===== config.mk =====
export PLATFORM = sky130hd
export DESIGN_NAME = r_fifo_ctrl
export DESIGN_NICKNAME = d
export VERILOG_FILES = /design/src/rtl/fifo_pkg.sv /design/src/rtl/gray2bin.sv /design/src/rtl/r_fifo_ctrl.sv
export SDC_FILE = /design/constraint.sdc
export NUM_CORES = 1
export LEC_CHECK = 0
export BUFFER_PORTS_ARGS = -buffer_cell sky130_fd_sc_hd__buf_2
export CAP_MARGIN = 20
export CORE_MARGIN = 2
export CORE_UTILIZATION = 25
export CTS_BUF_LIST = sky130_fd_sc_hd__clkbuf_8
export CTS_CLUSTER_DIAMETER = 80
export CTS_CLUSTER_SIZE = 30
export DETAILED_ROUTE_END_ITERATION = 8
export GPL_TIMING_DRIVEN = 1
export PLACE_DENSITY = 0.58
export SLEW_MARGIN = 20
export SYNTH_ARGS = -nofsm -noshare
export SYNTH_HDL_FRONTEND = slang
export SYNTH_HIERARCHICAL = 1
export SYNTH_SLANG_ARGS = --single-unit

===== constraint.sdc =====
create_clock -name rclk -period 2.9 [get_ports rclk]
set_input_delay 0.145 -clock rclk [delete_from_list [all_inputs] [get_ports rclk]]
set_output_delay 0.145 -clock rclk [all_outputs]
set_load 0.05 [all_outputs]

===== src/rtl/fifo_pkg.sv =====
// Shared FIFO package, used by both the read-side and write-side controllers.
// Holds the default pointer and data widths plus the binary/Gray pointer
// conversion helpers. The helpers work on 32-bit values: narrower pointers
// are zero-extended on the way in and truncated on the way out, which is
// exact for both conversions because the upper bits stay zero.
package fifo_pkg;

   localparam int POI_SIZE_DEF   = 4;   // pointer width incl. wrap bit
   localparam int DATA_WIDTH_DEF = 8;   // FIFO word width

   function automatic logic [31:0] bin2gray(input logic [31:0] bin);
      return bin ^ (bin >> 1);
   endfunction

   function automatic logic [31:0] gray2bin(input logic [31:0] gray);
      logic [31:0] bin;
      bin[31] = gray[31];
      for (int i = 30; i >= 0; i--) begin
         bin[i] = bin[i+1] ^ gray[i];
      end
      return bin;
   endfunction

endpackage


===== src/rtl/gray2bin.sv =====
// Combinational Gray-to-binary converter.
// Ports:
//   gray : Gray-coded input value
//   bin  : binary equivalent; each bit is the XOR of all Gray bits at or above it
module gray2bin #(
   parameter int WIDTH = 4
) (
   input  logic [WIDTH-1:0] gray,
   output logic [WIDTH-1:0] bin
);

   generate
      for (genvar gi = 0; gi < WIDTH; gi++) begin : g_bit
         assign bin[gi] = ^gray[WIDTH-1:gi];
      end
   endgenerate

endmodule


===== src/rtl/r_fifo_ctrl.sv =====
// Read-side controller of an asynchronous FIFO with a first-word-fall-through
// output register.
// Ports:
//   rclk, rrst     : read clock, synchronous active-high reset
//   rq2_wptr       : Gray write pointer, already synchronised into rclk
//   rdata          : memory read data for the current raddr (combinational)
//   raddr          : memory read address
//   g_rptr         : registered Gray read pointer for the write domain
//   rempty         : memory holds no words
//   ralmost_empty  : memory occupancy <= AEMPTY_THRESH
//   rlevel         : memory occupancy (the word in dout is not counted)
//   dout/dout_valid/dout_ready : output register with valid/ready handshake
module r_fifo_ctrl
   import fifo_pkg::*;
#(
   parameter int POI_SIZE      = POI_SIZE_DEF,
   parameter int DATA_WIDTH    = DATA_WIDTH_DEF,
   parameter int AEMPTY_THRESH = 1
) (
   input  logic                  rclk,
   input  logic                  rrst,
   input  logic [POI_SIZE-1:0]   rq2_wptr,
   input  logic [DATA_WIDTH-1:0] rdata,
   output logic [POI_SIZE-2:0]   raddr,
   output logic [POI_SIZE-1:0]   g_rptr,
   output logic                  rempty,
   output logic                  ralmost_empty,
   output logic [POI_SIZE-1:0]   rlevel,
   output logic [DATA_WIDTH-1:0] dout,
   output logic                  dout_valid,
   input  logic                  dout_ready
);

   logic [POI_SIZE-1:0]   bn_rptr_reg;
   logic [POI_SIZE-1:0]   g_rptr_reg;
   logic                  rempty_reg;
   logic                  ralmost_empty_reg;
   logic [POI_SIZE-1:0]   rlevel_reg;
   logic [DATA_WIDTH-1:0] dout_reg;
   logic                  dout_valid_reg;

   logic                  fetch;
   logic [POI_SIZE-1:0]   rptr_next;
   logic [POI_SIZE-1:0]   g_rptr_next;
   logic [POI_SIZE-1:0]   wptr_bin;
   logic [POI_SIZE-1:0]   level_next;

   gray2bin #(
      .WIDTH (POI_SIZE)
   ) u_wptr_g2b (
      .gray (rq2_wptr),
      .bin  (wptr_bin)
   );

   // Pull a word from memory whenever one exists and the output register is
   // free or being emptied this cycle; this gives 1 word/cycle streaming.
   assign fetch       = !rempty_reg && (!dout_valid_reg || dout_ready);
   assign rptr_next   = bn_rptr_reg + POI_SIZE'(fetch);
   assign g_rptr_next = POI_SIZE'(bin2gray(32'(rptr_next)));
   // Occupancy is computed from the post-fetch pointer so that the flags
   // and level registered this cycle already account for the word taken.
   assign level_next  = wptr_bin - rptr_next;

   always_ff @(posedge rclk) begin
      if (rrst) begin
         bn_rptr_reg       <= '0;
         g_rptr_reg        <= '0;
         rempty_reg        <= 1'b1;
         ralmost_empty_reg <= 1'b1;
         rlevel_reg        <= '0;
         dout_reg          <= '0;
         dout_valid_reg    <= 1'b0;
      end else begin
         bn_rptr_reg       <= rptr_next;
         g_rptr_reg        <= g_rptr_next;
         rempty_reg        <= (g_rptr_next == rq2_wptr);
         rlevel_reg        <= level_next;
         ralmost_empty_reg <= (level_next <= POI_SIZE'(AEMPTY_THRESH));
         if (fetch) begin
            dout_reg       <= rdata;
            dout_valid_reg <= 1'b1;
         end else if (dout_valid_reg && dout_ready) begin
            dout_valid_reg <= 1'b0;
         end
      end
   end

   assign raddr         = bn_rptr_reg[POI_SIZE-2:0];
   assign g_rptr        = g_rptr_reg;
   assign rempty        = rempty_reg;
   assign ralmost_empty = ralmost_empty_reg;
   assign rlevel        = rlevel_reg;
   assign dout          = dout_reg;
   assign dout_valid    = dout_valid_reg;

endmodule


Yosys cells after proc, flatten, opt, wreduce, memory -nomap -nowiden:

Cells that the tools add are included.

* register bits: 23
* logic and storage cells: 23

* reduce and logical (&&, ||, !) cells: 9
* bitwise gates (word level): 1
* add/subtract/negate cells: 2
* mux-type cells: 2
* magnitude comparators: 1
* eq/ne operators: 1

Operators with widths (number)
* 4-bit by 1-bit adder with 4-bit output: 1
* 4-bit == test: 1
* 4-bit by 1-bit <= comparator with 1-bit output, second input constant: 1
* 4-bit parity: 1
* 4-bit subtractor: 1
* 4-bit by 3-bit bitwise XOR with 4-bit output: 1
* 3-bit parity: 1
* 1-bit logical AND: 2
* 1-bit zero test: 2
* 1-bit two-way mux: 2
* 2-bit nonzero test: 1
* 2-bit parity: 1
* 1-bit logical OR: 1

Depth between registers and ports, before layout:

Gate-level depths: netlist of run 1.

* depth in word-level cells: 6
* mapped depth: 10

Modules after synthesis:

The synthesis of run 1 kept the hierarchy.

By module, submodules not included
* r_fifo_ctrl: cells an instance 92, instances 1, area each 974.7 um^2
* gray2bin: cells an instance 5, instances 1, area each 50.0 um^2

Worst setup path before layout of run 1:

No wires, ideal clock.

* path type: register -> register
* start point: register dout_valid_reg, in the netlist dout_valid
* end point: register rempty_reg, in the netlist rempty
* data arrival time: 2477 ps
* required time: 2786 ps
* setup time: 114 ps
* cell stages (with the launch flop): 10
* slack: 309 ps
* path buffers: 1
* cells stage by stage: dfxtp_1 nand2b_1 nor2b_1 buf_2 ha_1 ha_1 xnor2_4 xor2_1 mux2_2 a21o_1

* longest elaborated chain between the ends: 6

RTL lines
* start: declaration: RTL line r_fifo_ctrl.sv:40 `logic dout_valid_reg;`
* start signal: assignment: RTL line r_fifo_ctrl.sv:72 `dout_valid_reg <= 1'b0;`
* start signal: assignment: RTL line r_fifo_ctrl.sv:81 `dout_valid_reg <= 1'b1;`
* start signal: assignment: RTL line r_fifo_ctrl.sv:83 `dout_valid_reg <= 1'b0;`
* 1-bit zero test: RTL line r_fifo_ctrl.sv:57 `assign fetch = !rempty_reg && (!dout_valid_reg || dout_ready);`
* 1-bit logical OR: RTL line r_fifo_ctrl.sv:57
* 1-bit logical AND: RTL line r_fifo_ctrl.sv:57
* net fetch: RTL line r_fifo_ctrl.sv:42 `logic fetch;`
* 4-bit by 1-bit adder with 4-bit output: RTL line r_fifo_ctrl.sv:58 `assign rptr_next = bn_rptr_reg + POI_SIZE'(fetch);`
* 4-bit by 3-bit bitwise XOR with 4-bit output: RTL line fifo_pkg.sv:12 `return bin ^ (bin >> 1);`
* 4-bit == test: RTL line r_fifo_ctrl.sv:76 `rempty_reg <= (g_rptr_next == rq2_wptr);`
* end signal: assignment: RTL line r_fifo_ctrl.sv:76
* end: declaration: RTL line r_fifo_ctrl.sv:36 `logic rempty_reg;`

The timed path passes the listed nets, and every way through them passes these cells.
A chain may end at the register's enable or synchronous reset.

Worst setup path after layout of run 1:

* start point: register dout_valid_reg, in the netlist dout_valid
* end point: register rempty_reg, in the netlist rempty

* longest elaborated chain between the ends: 6

RTL lines (RTL line)
* 1-bit zero test: r_fifo_ctrl.sv:57
* 1-bit logical OR: r_fifo_ctrl.sv:57
* 1-bit logical AND: r_fifo_ctrl.sv:57
* 4-bit by 1-bit adder with 4-bit output: r_fifo_ctrl.sv:58
* 4-bit by 3-bit bitwise XOR with 4-bit output: fifo_pkg.sv:12
* 4-bit == test: r_fifo_ctrl.sv:76

No other way between the ends.

==> qor.csv, run 1 <==
stage;metric;value;unit
detailed_routing;DRC;0;
final_layout;Storage cell area;440;sq um
synthesis;Synth Area in Adders;4.88;%
synthesis;mux contribution to synthesized area;9.89;%
die;Die Ht;68.0;um
timing;RSZ-0062 raised after global routing;false;
final_layout;max FFs per register;8;
critical_path;crit path max fanout;7;
detailed_routing;drt wl/cell;10.3;um
synthesis;largest family of logic cells by synthesized area;XOR/XNOR gates;
place;Final HPWL DP;1510;um
critical_path;CP Capture Type;flop;
cts;TritonCTS clock tree;done;
synthesis;Synth top area share;43.0;%
place;Buffers on Ports;36;
synthesis;Synth Net Count;116;
cts;number of setup buffers added after CTS;0;
die;chip width;68.0;um
synthesis;mapped cell area;0.00102;sq mm
die;Initial Util;25.8;%
critical_path;WP data required;3060;ps
timing;Final Setup Violations;0;
timing;minimum clock period;2170;ps
power;Leakage;0.650;nW
cts;CTS Root Cell;clkbuf_8;
synthesis;register area share after synthesis;43.0;%
detailed_routing;vias per std cell;4.04;
global_route;Total GRT Usage;7.71;%
final_layout;area of the multi-input gates;546;sq um
die;Core Area;0.00397;sq mm
global_route;largest net degree at the start of global routing;21;
detailed_routing;final WL;1900;um
cts;CTS buffer count;3;
global_route;total grt overflow;0;
critical_path;Worst EP arrival;2330;ps
synthesis;post-synthesis simple-gate area fraction;13.3;%
detailed_routing;Pre-Repair DR Iteration Count;4;
global_route;first-pass GRT wire length;2730;um
final_layout;layout overhead on the synthesized area;29.4;%
place;Routability Congestion;0.718;
final_layout;# fillers;426;
detailed_routing;DR iter-0 viols;21;
final_layout;Final #Nets;154;
die;total I/O pin count;37;
synthesis;cell accounting for the most synthesized area;dfxtp_1;
timing;setup_tns;0;ps
timing;Final Cycle Share;74.7;%
timing;relative slew slack;74.7;%
power;peak supply drop;260;uV
power;Overall Power;0.956;mW
timing;worst-margin pin slew;379;ps
synthesis;Compound-Gate Fraction of Synth Area;5.37;%
synthesis;synth top area cells;dfxtp_1 (43%), mux2i_1 (8.8%), xnor2_1 (6.8%);
synthesis;Yosys warning count;6;
global_route;vias in the first global route;662;
synthesis;number of synthesized register bits;22;
detailed_routing;Antenna Nets Post-Route;0;
synthesis;average size of a mapped cell;10.6;sq um
timing;Peak Freq;0.462;GHz
final_layout;number of diodes;0;
cts;Clock Tree Buf Depth;2;
timing;Worst Skew;5.85;ps
detailed_routing;vias;743;
cts;cts hold-fix bufs;0;
synthesis;Synth Instances;97;
cts;post_cts resized;0;
timing;Final Hold Viols;0;
cts;CTS H-tree depth;1;
power;power density over cell area;721;mW/mm^2
final_layout;most frequent cells in the layout;buf_2 (36), dfxtp_1 (22), nor2_1 (16), mux2i_1 (9), xnor2_1 (8);
cts;clk slew on worst S/H paths;80;ps
final_layout;Core Util, Final;33.4;%
cts;clock sinks;22;
job;maxcap violations;0;
timing;Max Slew Vio Count;0;
final_layout;commonest non-fill, non-tap cell in the layout;buf_2;
cts;Clk Latency, worst-skew pair;260;ps
run_status;outcome;complete, no violations;
synthesis;Distinct cells, synth;28;
critical_path;CP Class;reg2reg;
critical_path;critical path launch point type;flop;
synthesis;Synth Area in XOR/XNOR;19.8;%
worst_hold_path;HP Class;in2reg;
die;Die ar.;0.00463;sq mm
final_layout;fraction of layout instances using a drive strength above 1;35.1;%
global_route;initial antenna violation count;0;
die;# rows;23;
[layout make-up]
cell class,instances,share of cell area (%)
clock buffer,3,3.11
inverter,5,1.42
sequential,22,33.2
tap,50,4.72
multi-input combinational,66,41.1
clock inverter,1,2.26
timing repair buffer,37,14.2
[cells in the mapped netlist]
library cell  number
dfxtp_1           22
nor2_1            16
mux2i_1            9
xnor2_1            8
inv_1              5
ha_1               4
nor2b_1            4
a21oi_1            3
xor2_1             3
clkbuf_1           2
nand2_1            2
nand2b_1           2
xor2_2             2
a21o_1             1
and2_1             1
and2_2             1
and3_1             1
buf_2              1
buf_4              1
mux2_2             1
nand3_1            1
o21a_1             1
o221ai_1           1
o41ai_2            1
or2_0              1
xnor2_4            1
xnor3_1            1
xor3_1             1
[cell families (layout without fill, tap and decap cells)]
group	Yosys count	count (layout)
compound gates	7	7
xor+xnor	16	16
fa+ha+maj	4	4
buf+inv	9	46
flops	22	22
mux	10	10
simple gates	29	29
[routing by layer]
metal	up-vias	global-route usage, %	routed length [um]
met4	0	3.75	23
met1	341	9.87	861
met2	16	12.5	938
met5	-	0	0
met3	2	1.32	77
li1	384	-	-
[path summary, 6_finish.rpt]
path	cells after the start	slack [ps]	from	end
worst min register to register	1	470	rempty	dout_valid
worst max register to register	8	730	dout_valid	rempty
worst min-delay path	3	120	rdata[4]	dout[4]
worst max-delay path	8	730	dout_valid	rempty
[where the power goes]
group	total [mW]	internal [mW]	leakage, nW	switching [mW]
clock network	0.279	0.184	0.0357	0.0946
logic	0.327	0.107	0.433	0.220
registers	0.351	0.338	0.182	0.0129
[worst max-delay path, stage by stage, from the launching register on]
cell and delay [ps]:
dfxtp_1 330, nand2b_1 70, nor2b_1 150, ha_1 200, ha_1 260, xnor2_4 340, xor2_1 200, mux2_2 360
a21o_1 150
[through the flow]
step | worst slack (ps) | cell area (sq um) | instances | hold WS, ps
2_1_floorplan | 309 | 1020 | 97 | 292
3_3_place_gp | 754 | 1250 | 180 | 378
3_5_place_dp | 746 | 1250 | 180 | 390
4_1_cts | 720 | 1330 | 184 | 117
5_1_grt | 599 | 1330 | 184 | 126
6_report | 733 | 1330 | 184 | 123
Note: power is estimated with default switching activity, not from simulation.
==> inputs of run 2 (changes only) <==
clock period = 2.06 ns   (was 2.9 ns; I/O delays follow)
==> qor.csv, run 2 (synthesis results as in run 1) <==
stage;metric;value;unit
power;Sequential Power Share;35.8;%
power;Logic pwr share;35.5;%
timing;Final Hold Viols;0;
cts;clk slew on worst S/H paths;80;ps
cts;clock sinks;22;
timing;relative slew slack;72.6;%
critical_path;crit path max fanout;5;
global_route;GRT met2 Usage;13.2;%
timing;Worst Skew;5.44;ps
die;Initial Util;25.8;%
power;Overall Power;1.39;mW
cts;CTS buffer count;3;
power;sw frac;34.4;%
final_layout;commonest non-fill, non-tap cell in the layout;buf_2;
critical_path;critical path launch point type;flop;
cts;Clock Tree Buf Depth;2;
place;Routability Congestion;0.724;
critical_path;CP Class;reg2reg;
die;Core Area;0.00397;sq mm
worst_hold_path;HP Class;in2reg;
place;Final HPWL DP;1580;um
power;Leakage;0.668;nW
global_route;grt met1 use;11.0;%
final_layout;Final #Nets;156;
detailed_routing;Antenna Nets Post-Route;0;
global_route;Total GRT Usage;8.36;%
timing;Peak Freq;0.520;GHz
power;P_int;0.910;mW
detailed_routing;DR iter-0 viols;14;
critical_path;cells along the critical path;nand2b_1 > nor2b_4 > ha_4 > ha_4 > xnor2_4 > xor2_1 > mux2_2 > a21o_1;
final_layout;number of diodes;0;
global_route;busiest grt layer;met2;
global_route;initial antenna violation count;0;
detailed_routing;drt wl/cell;10.5;um
final_layout;most frequent cells in the layout;buf_2 (36), dfxtp_1 (20), nor2_1 (16), mux2i_1 (9), xnor2_1 (7);
cts;cts hold-fix bufs;0;
critical_path;Worst EP arrival;2080;ps
detailed_routing;final WL;1960;um
die;total I/O pin count;37;
critical_path;WP data required;2210;ps
timing;setup ws final;136;ps
final_layout;Core Util, Final;35.1;%
cts;Clk Latency, worst-skew pair;260;ps
critical_path;Worst path slowest cell;mux2_2;
global_route;total grt overflow;0;
final_layout;fraction of layout instances using a drive strength above 1;41.9;%
cts;CTS H-tree depth;1;
final_layout;layout overhead on the synthesized area;35.9;%
global_route;vias in the first global route;667;
place;area post-placement;0.00130;sq mm
cts;CTS Root Cell;clkbuf_8;
final_layout;Final Cell Area;0.00139;sq mm
detailed_routing;DRC;0;
power;peak supply drop;255;uV
detailed_routing;vias per std cell;4.04;
power;clock network fraction of design power;28.8;%
global_route;M3 GR Usage;1.48;%
timing;RSZ-0062 raised after global routing;false;
die;# rows;23;
run_status;outcome;complete, no violations;
timing;Max Slew Vio Count;0;
timing;Final Cycle Share;93.4;%
place;Buffers on Ports;36;
power;power density over cell area;996;mW/mm^2
final_layout;max FFs per register;8;
critical_path;Worst path max stage delay;360;ps
power;Sw Pwr;0.477;mW
job;maxcap violations;0;
timing;minimum clock period;1920;ps
place;Setup WS pre-CTS;52.3;ps
global_route;largest net degree at the start of global routing;21;
cts;TritonCTS clock tree;done;
timing;worst-margin pin slew;410;ps
critical_path;Crit path top cell by count;ha_4;
critical_path;CP Capture Type;flop;
die;Die ar.;0.00463;sq mm
die;Die Ht;68.0;um
detailed_routing;vias;752;
timing;Final Setup Violations;0;
die;chip width;68.0;um
detailed_routing;Pre-Repair DR Iteration Count;3;
global_route;first-pass GRT wire length;2950;um
## run 2: power groups by stage
| stage | Clock [mW] | Combinational [mW] | Sequential (mW) |
|---|---|---|---|
| after floorplan | 0 | 0.206 | 0.683 |
| after global placement | 0 | 0.483 | 0.504 |
| after detailed placement | 0 | 0.486 | 0.506 |
| after CTS | 0.411 | 0.487 | 0.496 |
| after global routing | 0.426 | 0.533 | 0.502 |
| final | 0.399 | 0.492 | 0.496 |
## run 2: final timing paths
kind         startpoint          to  slack [ps]  depth (start not counted)
max          dout_valid      rempty         140                          8
min            rdata[4]     dout[4]          80                          3
max reg2reg  dout_valid      rempty         140                          8
min reg2reg      rempty  dout_valid         460                          1
## run 2: per-layer routing
layer / up-vias / share of wire [%] / wire [um]
met5: - / 0 / 0
met1: 345 / 43 / 835
li1: 393 / - / -
met2: 12 / 52 / 1030
met4: 0 / 0.97 / 19
met3: 2 / 4.1 / 80
## run 2: stage by stage
stage	cells	hold slack, ps	setup TNS [ps]
floorplan	97	250	-140
global placement	182	336	0
detailed placement	182	347	0
CTS	186	68.3	0
global route	186	82.1	0
finish	186	76.4	0
## run 2: layout make-up
cell class,count,area (sq um)
fillers,408,2580
multi-input cells,66,592
flip-flops and latches,22,445
repair buffers,39,203
well taps,50,62.6
clock buffers,3,41.3
clock inverters,1,30.0
inverters,5,18.8
## run 2: repair_timing
item / in CTS / in global routing
setup endpoints to repair: 0 / 2
setup buffers: 0 / 0
resized for setup: 0 / 4
## run 2: critical path, delay by kind of cell (launching register included)
kind	cells	cell delay (ps)
xor+xnor	2	420
mux	1	360
flops	1	340
fa+ha+maj	2	330
simple gates	2	210
compound gates	1	150
